===== src/rtl/regfile_sb_pkg.sv =====
// Shared defaults, counter-operation encoding and helpers for the scoreboarded register file.
package regfile_sb_pkg;

    localparam int XLEN_DEF  = 32;
    localparam int NREG_DEF  = 32;
    localparam int NRD_DEF   = 2;
    localparam int CNT_W_DEF = 2;
    localparam int REG_ZERO  = 0;

    typedef enum logic [1:0] {
        CNT_HOLD,
        CNT_INC,
        CNT_DEC,
        CNT_CLR
    } cnt_op_e;

    function automatic int clog2(input int n);
        int r;
        r = 0;
        for (int i = 0; i < 31; i++) begin
            if ((1 << i) < n) r = i + 1;
        end
        return r;
    endfunction

endpackage


===== src/rtl/regfile_sb_if.sv =====
// Decode/write-back facing bundle of the scoreboarded register file.
interface regfile_sb_if
    import regfile_sb_pkg::*;
#(
    parameter int XLEN = XLEN_DEF,
    parameter int NREG = NREG_DEF,
    parameter int NRD  = NRD_DEF
) ();

    localparam int AW = clog2(NREG);

    logic [NRD-1:0]      rd_en;
    logic [NRD*AW-1:0]   rd_addr;
    logic [NRD*XLEN-1:0] rd_data;
    logic                wb_en;
    logic [AW-1:0]       wb_addr;
    logic [XLEN-1:0]     wb_data;
    logic                iss_en;
    logic [AW-1:0]       iss_addr;
    logic                iss_ready;
    logic                flush;
    logic                conflict;
    logic                err_uf;
    logic [AW-1:0]       dbg_addr;
    logic [XLEN-1:0]     dbg_data;

    modport master (
        output rd_en, rd_addr, wb_en, wb_addr, wb_data,
        output iss_en, iss_addr, flush, dbg_addr,
        input  rd_data, iss_ready, conflict, err_uf, dbg_data
    );

    modport slave (
        input  rd_en, rd_addr, wb_en, wb_addr, wb_data,
        input  iss_en, iss_addr, flush, dbg_addr,
        output rd_data, iss_ready, conflict, err_uf, dbg_data
    );

endinterface


===== src/rtl/regfile_sb_cnt.sv =====
// One saturating pending-write counter; inc and dec together cancel, clr wins over both.
module regfile_sb_cnt
    import regfile_sb_pkg::*;
#(
    parameter int CNT_W = CNT_W_DEF
) (
    input  logic             clk,
    input  logic             rst_n,
    input  logic             inc,
    input  logic             dec,
    input  logic             clr,
    output logic [CNT_W-1:0] cnt,
    output logic             nz,
    output logic             full,
    output logic             uf_pulse
);

    logic [CNT_W-1:0] cnt_q;
    cnt_op_e          op;

    assign cnt      = cnt_q;
    assign nz       = |cnt_q;
    assign full     = &cnt_q;
    assign uf_pulse = dec & ~inc & ~clr & ~nz;

    always_comb begin
        op = CNT_HOLD;
        if (clr) begin
            op = CNT_CLR;
        end else if (inc && !dec && !full) begin
            op = CNT_INC;
        end else if (dec && !inc && nz) begin
            op = CNT_DEC;
        end
    end

    always_ff @(posedge clk or negedge rst_n) begin
        if (!rst_n) begin
            cnt_q <= '0;
        end else begin
            case (op)
                CNT_CLR: cnt_q <= '0;
                CNT_INC: cnt_q <= cnt_q + 1'b1;
                CNT_DEC: cnt_q <= cnt_q - 1'b1;
                default: cnt_q <= cnt_q;
            endcase
        end
    end

endmodule


===== src/rtl/regfile_sb.sv =====
// Register file with per-register pending-write counters, flush and sticky underflow flag.
// Define REGFILE_SB_BYPASS_EN to forward a same-cycle write-back onto the read ports.
module regfile_sb
    import regfile_sb_pkg::*;
#(
    parameter int XLEN  = XLEN_DEF,
    parameter int NREG  = NREG_DEF,
    parameter int NRD   = NRD_DEF,
    parameter int CNT_W = CNT_W_DEF
) (
    input logic         clk,
    input logic         rst_n,
    regfile_sb_if.slave bus
);

    localparam int AW = clog2(NREG);

    logic [XLEN-1:0]       mem_q [NREG];
    logic [NREG*CNT_W-1:0] cnt_flat;
    logic [NREG-1:0]       nz_vec;
    logic [NREG-1:0]       full_vec;
    logic [NREG-1:0]       uf_vec;
    logic [AW-1:0]         rd_addr_a [NRD];
    logic [NRD-1:0]        hit_vec;
    logic [NRD*XLEN-1:0]   rd_data_w;
    logic                  acc;
    logic                  ret;
    logic                  err_uf_q;

    assign bus.iss_ready = (bus.iss_addr == AW'(REG_ZERO)) | ~full_vec[bus.iss_addr];
    assign acc = bus.iss_en & bus.iss_ready & (bus.iss_addr != AW'(REG_ZERO));
    assign ret = bus.wb_en & (bus.wb_addr != AW'(REG_ZERO));

    // Entry 0 is never written, so its reset value keeps x0 reading as zero.
    always_ff @(posedge clk or negedge rst_n) begin
        if (!rst_n) begin
            for (int r = 0; r < NREG; r++) begin
                mem_q[r] <= '0;
            end
        end else if (ret) begin
            mem_q[bus.wb_addr] <= bus.wb_data;
        end
    end

    assign cnt_flat[CNT_W-1:0] = '0;
    assign nz_vec[0]           = 1'b0;
    assign full_vec[0]         = 1'b0;
    assign uf_vec[0]           = 1'b0;

    for (genvar r = 1; r < NREG; r++) begin : g_cnt
        regfile_sb_cnt #(.CNT_W(CNT_W)) u_cnt (
            .clk      (clk),
            .rst_n    (rst_n),
            .inc      (acc & (bus.iss_addr == AW'(r))),
            .dec      (ret & (bus.wb_addr == AW'(r))),
            .clr      (bus.flush),
            .cnt      (cnt_flat[r*CNT_W +: CNT_W]),
            .nz       (nz_vec[r]),
            .full     (full_vec[r]),
            .uf_pulse (uf_vec[r])
        );
    end

    always_ff @(posedge clk or negedge rst_n) begin
        if (!rst_n) begin
            err_uf_q <= 1'b0;
        end else if (|uf_vec) begin
            err_uf_q <= 1'b1;
        end
    end

    for (genvar p = 0; p < NRD; p++) begin : g_rd
        logic base_hit;

        assign rd_addr_a[p] = bus.rd_addr[p*AW +: AW];
        assign base_hit     = bus.rd_en[p] & (rd_addr_a[p] != AW'(REG_ZERO)) & nz_vec[rd_addr_a[p]];
`ifdef REGFILE_SB_BYPASS_EN
        logic fwd;

        // Forwarding only hides the youngest writer; older pending writers still conflict.
        assign fwd                        = rst_n & ret & (bus.wb_addr == rd_addr_a[p]);
        assign rd_data_w[p*XLEN +: XLEN]  = fwd ? bus.wb_data : mem_q[rd_addr_a[p]];
        assign hit_vec[p]                 = base_hit &
                                            ~(fwd & (cnt_flat[rd_addr_a[p]*CNT_W +: CNT_W] == CNT_W'(1)));
`else
        assign rd_data_w[p*XLEN +: XLEN]  = mem_q[rd_addr_a[p]];
        assign hit_vec[p]                 = base_hit;
`endif
    end

`ifndef REGFILE_SB_BYPASS_EN
    logic unused_cnt;
    assign unused_cnt = ^cnt_flat;
`endif

    assign bus.rd_data  = rd_data_w;
    assign bus.conflict = |hit_vec;
    assign bus.err_uf   = err_uf_q;
    assign bus.dbg_data = mem_q[bus.dbg_addr];

endmodule

===== src/flat_wrapper.sv =====
// flat-port wrapper written by rule: the top's interface ports become plain ports
module regfile_sb_flat import regfile_sb_pkg::*;
#(
    parameter int XLEN  = XLEN_DEF,
    parameter int NREG  = NREG_DEF,
    parameter int NRD   = NRD_DEF,
    parameter int CNT_W = CNT_W_DEF
)
  (clk, rst_n, bus_rd_en, bus_rd_addr, bus_wb_en, bus_wb_addr, bus_wb_data, bus_iss_en, bus_iss_addr, bus_flush, bus_dbg_addr, bus_rd_data, bus_iss_ready, bus_conflict, bus_err_uf, bus_dbg_data);
  regfile_sb_if #(.XLEN(XLEN), .NREG(NREG), .NRD(NRD)) bus_i ();
  input logic clk;
  input logic rst_n;
  input wire logic [$bits(bus_i.rd_en)-1:0] bus_rd_en;
  input wire logic [$bits(bus_i.rd_addr)-1:0] bus_rd_addr;
  input wire logic [$bits(bus_i.wb_en)-1:0] bus_wb_en;
  input wire logic [$bits(bus_i.wb_addr)-1:0] bus_wb_addr;
  input wire logic [$bits(bus_i.wb_data)-1:0] bus_wb_data;
  input wire logic [$bits(bus_i.iss_en)-1:0] bus_iss_en;
  input wire logic [$bits(bus_i.iss_addr)-1:0] bus_iss_addr;
  input wire logic [$bits(bus_i.flush)-1:0] bus_flush;
  input wire logic [$bits(bus_i.dbg_addr)-1:0] bus_dbg_addr;
  output wire logic [$bits(bus_i.rd_data)-1:0] bus_rd_data;
  output wire logic [$bits(bus_i.iss_ready)-1:0] bus_iss_ready;
  output wire logic [$bits(bus_i.conflict)-1:0] bus_conflict;
  output wire logic [$bits(bus_i.err_uf)-1:0] bus_err_uf;
  output wire logic [$bits(bus_i.dbg_data)-1:0] bus_dbg_data;
  assign bus_i.rd_en = bus_rd_en;
  assign bus_i.rd_addr = bus_rd_addr;
  assign bus_i.wb_en = bus_wb_en;
  assign bus_i.wb_addr = bus_wb_addr;
  assign bus_i.wb_data = bus_wb_data;
  assign bus_i.iss_en = bus_iss_en;
  assign bus_i.iss_addr = bus_iss_addr;
  assign bus_i.flush = bus_flush;
  assign bus_i.dbg_addr = bus_dbg_addr;
  assign bus_rd_data = bus_i.rd_data;
  assign bus_iss_ready = bus_i.iss_ready;
  assign bus_conflict = bus_i.conflict;
  assign bus_err_uf = bus_i.err_uf;
  assign bus_dbg_data = bus_i.dbg_data;
  regfile_sb #(.XLEN(XLEN), .NREG(NREG), .NRD(NRD), .CNT_W(CNT_W)) u_core (.clk(clk), .rst_n(rst_n), .bus(bus_i));
endmodule

===== config.mk =====
export PLATFORM = sky130hd
export DESIGN_NAME = regfile_sb_flat
export DESIGN_NICKNAME = d
export VERILOG_FILES = /design/src/rtl/regfile_sb_pkg.sv /design/src/rtl/regfile_sb_if.sv /design/src/rtl/regfile_sb_cnt.sv /design/src/rtl/regfile_sb.sv /design/src/flat_wrapper.sv
export SDC_FILE = /design/constraint.sdc
export NUM_CORES = 2
export LEC_CHECK = 0
export ABC_AREA = 0
export CAP_MARGIN = 20
export CORE_UTILIZATION = 55
export DETAILED_ROUTE_END_ITERATION = 16
export PLACE_DENSITY_LB_ADDON = 0.08
export SYNTH_ARGS = -nofsm -noshare
export SYNTH_HDL_FRONTEND = slang
export SYNTH_SLANG_ARGS = --single-unit

===== constraint.sdc =====
create_clock -name clk -period 11 [get_ports clk]
set_input_delay 1.65 -clock clk [delete_from_list [all_inputs] [get_ports clk]]
set_output_delay 1.65 -clock clk [all_outputs]
set_load 0.01 [all_outputs]

-- Yosys cells after proc, flatten, opt, wreduce, memory -nomap -nowiden
Cells that the tools add are included.
- register bits: 1087
- input bits: 64
- output and inout bits: 99
- word-level logic and storage cells: 980
- add/subtract/negate cells: 62
- $lt $le $gt $ge: 8
- eq/ne operators: 155
- mux-type cells: 142
- bitwise operators: 231
- reductions and logical operators: 318
- operators by type and width (kind ; number):
    $bwmux W1024 ; 1
    $bmux W32 S5 ; 3
    $mux W32 ; 7
    $mux W2 ; 93
    $pmux W2 S3 ; 31
    $and A1 B1 Y1 ; 162
    $demux W32 S5 ; 1
    $eq A5 B5 Y1 const B ; 32
    $logic_and A1 B1 Y1 ; 125
    $eq A2 B2 Y1 const B ; 62
    $logic_not A1 Y1 ; 93
    $reduce_bool A3 Y1 ; 31
    $eq A5 B4 Y1 const B ; 16
    $not A1 Y1 ; 64
    $reduce_or A2 Y1 ; 32
    $add A2 B1 Y2 const B ; 31
    $eq A2 B1 Y1 const B ; 31
    $reduce_and A2 Y1 ; 31
    $sub A2 B1 Y2 const B ; 31
    $eq A5 B3 Y1 const B ; 8
    $reduce_or A31 Y1 ; 1
    $ge A6 B6 Y1 const B ; 4
    $not A5 Y6 ; 4
    $eq A5 B2 Y1 const B ; 4
    8 further kinds ; 18

-- Logic depth before layout (Yosys ltp)
- depth after elaboration: 16
- gate-level depth with buffers: 18
- mapped depth without buffers: 13

-- Modules after synthesis
From an unflattened synthesis, not the netlist that was laid out.
- cells, all modules: 4419
- area, all modules: 68654.6 µm²
- by module, submodules not included (module ; times used ; cells each ; area each (µm²) ; sequential area each (µm²)):
    regfile_sb ; 1 ; 3799 ; 62991.7 ; 25649.6
    regfile_sb_cnt ; 31 ; 20 ; 182.7 ; 50.0

-- Worst setup path after synthesis
Ideal clock, no wire load.
- path kind: input to output
- start point: input bus_rd_addr[5]
- end point: output bus_rd_data[32]
- arrival time: 4.118 ns
- data required time: 9.350 ns
- slack: 5.232 ns
- cell stages on the path: 6
- path buffers: 3
- cells stage by stage: clkbuf_1 > buf_1 > buf_1 > mux4_2 > mux4_2 > mux2_2
- word-level cells in the longest chain between the ends: 4
- RTL lines (item ; line ; source):
    start, declared ; flat_wrapper.sv:14 ; input wire logic [$bits(bus_i.rd_addr)-1:0] bus_rd_addr;
    $not A5 Y6 (not written as such) ; regfile_sb.sv:86 ; assign rd_data_w[p*XLEN +: XLEN] = mem_q[rd_addr_a[p]];
    $bmux W32 S5 ; regfile_sb.sv:86 ;
    $mux W32 (not written as such) (2 in series) ; regfile_sb.sv:86 ;
    end, declared ; flat_wrapper.sv:22 ; output wire logic [$bits(bus_i.rd_data)-1:0] bus_rd_data;
Every way passes these cells. The select of a mux whose other input is x is not followed.

-- Worst setup path after layout
- start point: input bus_rd_addr[0]
- end point: output bus_rd_data[0]
The elaborated chain is that of the path after synthesis.

==> impl_metrics.env <==
export IMPL_ys_warnings_count=0
export IMPL_ys_types=70
export IMPL_syn_nets=5481
export IMPL_crit_fanout=109
export IMPL_synth_edf_count=0
export IMPL_synth_cells=5355
export IMPL_core_sq_um=122500
export IMPL_first_pass_iters=5
export IMPL_grt_overflow=0
export IMPL_grt_antenna_before_repair=5
export IMPL_ant_nets=0
export IMPL_grtUsageTotal_pct=36.44
export IMPL_grt_pass1_vias=48340
export IMPL_fmax_mhz=146.2
export IMPL_synth_simple_gate_area_share_pct=9.393
export IMPL_post_cts_repair_setup_buffers=0
export IMPL_swShare_pct=29.09
export IMPL_muxShareOfSynthArea_pct=43.22
export IMPL_p_int_uw=9392
export IMPL_irDropWorstVdd_mv=0.1517
export IMPL_h_tree_depth=3
export IMPL_vias=48700
export IMPL_drv_slew=0
export IMPL_area_delta_synth_final_pct=10.70
export IMPL_dpl_hpwl_mm=116.5
export IMPL_synth_adder_area_share_pct=1.136
export IMPL_wl_per_cell_um=32.50
export IMPL_num_io_pins=163
export IMPL_synth_area_sq_um=68270
export IMPL_netSwitchingPower_uw=3853
export IMPL_status="finished clean"
export IMPL_clock_latency_ns=0.76
export IMPL_ys_seq_area_share_pct=39.85
export IMPL_die_y_um=354.3
export IMPL_clockBufferDepth=3
export IMPL_synth_top_family_by_area="multiplexers"
export IMPL_cts_root_buffer="clkbuf_16"
export IMPL_crit_path_max_incr_delay_ns=0.84
export IMPL_finalSetupTns_ns=0
export IMPL_cts_buffers=117
export IMPL_syn_avg_cell_area_sq_um=12.75
export IMPL_clkSlewWorstSetupHoldPaths_ns=0.06
export IMPL_synth_xor_area_share_pct=0.3977
export IMPL_hp_class="reg -> reg"
export IMPL_synthArstFlopShare_pct=100.0
export IMPL_post_route_period_util_pct=62.19
export IMPL_grt_setup_unrepaired="false"
export IMPL_routed_wl_mm=225.0
export IMPL_port_buffers=162
export IMPL_p_comb_share_pct=25.4
export IMPL_setup_violations=0
export IMPL_num_rows=128
export IMPL_final_util_pct=61.68
export IMPL_drc=0
export IMPL_p_per_area_nw_per_um2=175.3
export IMPL_start_kind="primary input"
export IMPL_p_clk_share_pct=32.9
export IMPL_layout_min_cycle_time_ns=6.841
export IMPL_mostFrequentLayoutCells="1237 x nand2_1, 1087 x dfrtp_1, 908 x mux4_2, 725 x mux2_2, 155 x nor2_1"
export IMPL_cts_sinks=1087
export IMPL_drive_gt1_share_pct=38.94
export IMPL_end_kind="primary output"
export IMPL_hold_viol=0
export IMPL_p_seq_share_pct=41.6
export IMPL_layout_commonest_cell="nand2_1"
export IMPL_grt_pass1_wl_mm=333.0
export IMPL_start_util_pct=55.72
export IMPL_vias_per_cell=7.036
export IMPL_clock_skew_ns=0.01788
export IMPL_nNetsFinal=5323
export IMPL_cpMostUsedCell="nor2_1"
export IMPL_postCtsHoldBufs=0
export IMPL_worst_setup_path_type="in -> out"
export IMPL_drt_iter0_drc=6254
export IMPL_tightest_slew_ns=1.212
export IMPL_grt_max_degree=164
export IMPL_critPathSlowestCell="o31ai_1"
export IMPL_die_w_um=354.3
export IMPL_p_leak_uw=0.03267
export IMPL_path_cells="buf_8, buf_12, mux2i_1, nor2_1, nor2_1, o21ai_0, o22ai_1, o31ai_1, clkdlybuf4s50_1"
export IMPL_place_gp_congestion=0.8734
export IMPL_synth_compound_area_share_pct=2.790
export IMPL_maxCapViolations=0
export IMPL_cts_tree="built"
export IMPL_synthFlopType="dfrtp_1"
export IMPL_cts_resized_gates=0
export IMPL_critPathRequiredTime_ns=9.35
export IMPL_ys_ff_latch=1087
export IMPL_dieArea_sq_um=125500
export IMPL_slew_headroom_pct=19.03
export IMPL_arrival_ns=5.19
-- area by class of cell --
| class | count | area [sq um] |
|---|---|---|
| antenna | 1 | 2.502 |
| tap | 1625 | 2033 |
| inverter | 34 | 127.6 |
| clock buffer | 170 | 3458 |
| clock inverter | 48 | 797.0 |
| timing repair buffer | 261 | 2815 |
| fill | 9509 | 46950 |
| sequential | 1087 | 27200 |
| multi-input combinational | 3696 | 39130 |
-- critical path: cells and delay by family --
family	cells	cell delay, ns
and+or+nand+nor	2	0.16
muxes	1	0.17
AOI/OAI and AO/OA	3	1.10
buffers and inverters	3	2.02
-- power groups by stage --
stage | sequential [uW] | combinational [uW] | clock (uW)
floorplan | 5300 | 2490 | 0
global placement | 5510 | 3260 | 0
detailed placement | 5550 | 3330 | 0
CTS | 5480 | 3340 | 4420
global route | 5620 | 3600 | 4570
finish | 5520 | 3370 | 4360
-- metal layers --
layer	track usage, %	wire length, um	vias to the layer above
li1	-	-	19690
met1	51.75	88300	25700
met2	55.34	103900	2768
met3	8.776	23880	529
met4	12.78	8883	8
met5	0	41	-
-- path summary, 6_finish.rpt --
path                                                           from                                        end  slack [ns]  cells past startpoint
hold reg to reg                      u_core.mem_q[1017]$_DFFE_PN0P_             u_core.mem_q[1017]$_DFFE_PN0P_        0.41                      0
setup reg to reg           u_core.g_cnt[4].u_cnt.cnt[1]$_DFFE_PN0P_  u_core.g_cnt[14].u_cnt.cnt[1]$_DFFE_PN0P_        7.10                     13
hold / removal                       u_core.mem_q[1017]$_DFFE_PN0P_             u_core.mem_q[1017]$_DFFE_PN0P_        0.41                      0
setup / recovery                                     bus_rd_addr[0]                             bus_rd_data[0]        4.16                      9
min in group asynchronous                                     rst_n              u_core.mem_q[871]$_DFFE_PN0P_        0.92                      1
max in group asynchronous                                     rst_n              u_core.mem_q[110]$_DFFE_PN0P_        8.00                      4
-- cell families after synthesis --
logic type / after synthesis
buffers and inverters: 572
flip-flops: 1087
AO/OA/AOI/OAI: 293
XOR/XNOR: 31
multiplexers: 1722
adder cells (fa/ha/maj): 62
AND/OR/NAND/NOR: 1588
-- state kept, by name, summed over array words and instances, names as in the netlist --
register,count
u_core.mem_q,1024
u_core.g_cnt.u_cnt.cnt,62
u_core.bus.err_uf,1
-- synth_stat cells, types with 34 or more instances --
cell / instances / area [sq um]
nand2_1: 1254 / 4707
dfrtp_1: 1087 / 27200
mux4_2: 908 / 20450
mux2_2: 725 / 8164
clkbuf_1: 430 / 1614
nor2_1: 177 / 664.4
o21ai_0: 95 / 475.5
mux2i_1: 89 / 890.9
buf_1: 79 / 296.5
ha_1: 62 / 775.7
or2_2: 49 / 306.5
a21oi_1: 45 / 225.2
inv_1: 34 / 127.6
-- stage by stage --
step	hold slack [ns]	cell area [sq um]	total power, uW	instances	setup slack (ns)
global placement	0.3938	70910	8771	6686	4.099
global route	0.4354	75570	13790	6922	3.969
CTS	0.4175	75180	13240	6905	4.144
finish	0.4133	75570	13250	6922	4.159
floorplan	0.4580	68270	7792	5355	5.232
detailed placement	0.4016	70930	8878	6687	4.163
Note: power is estimated with default switching activity, not from simulation.
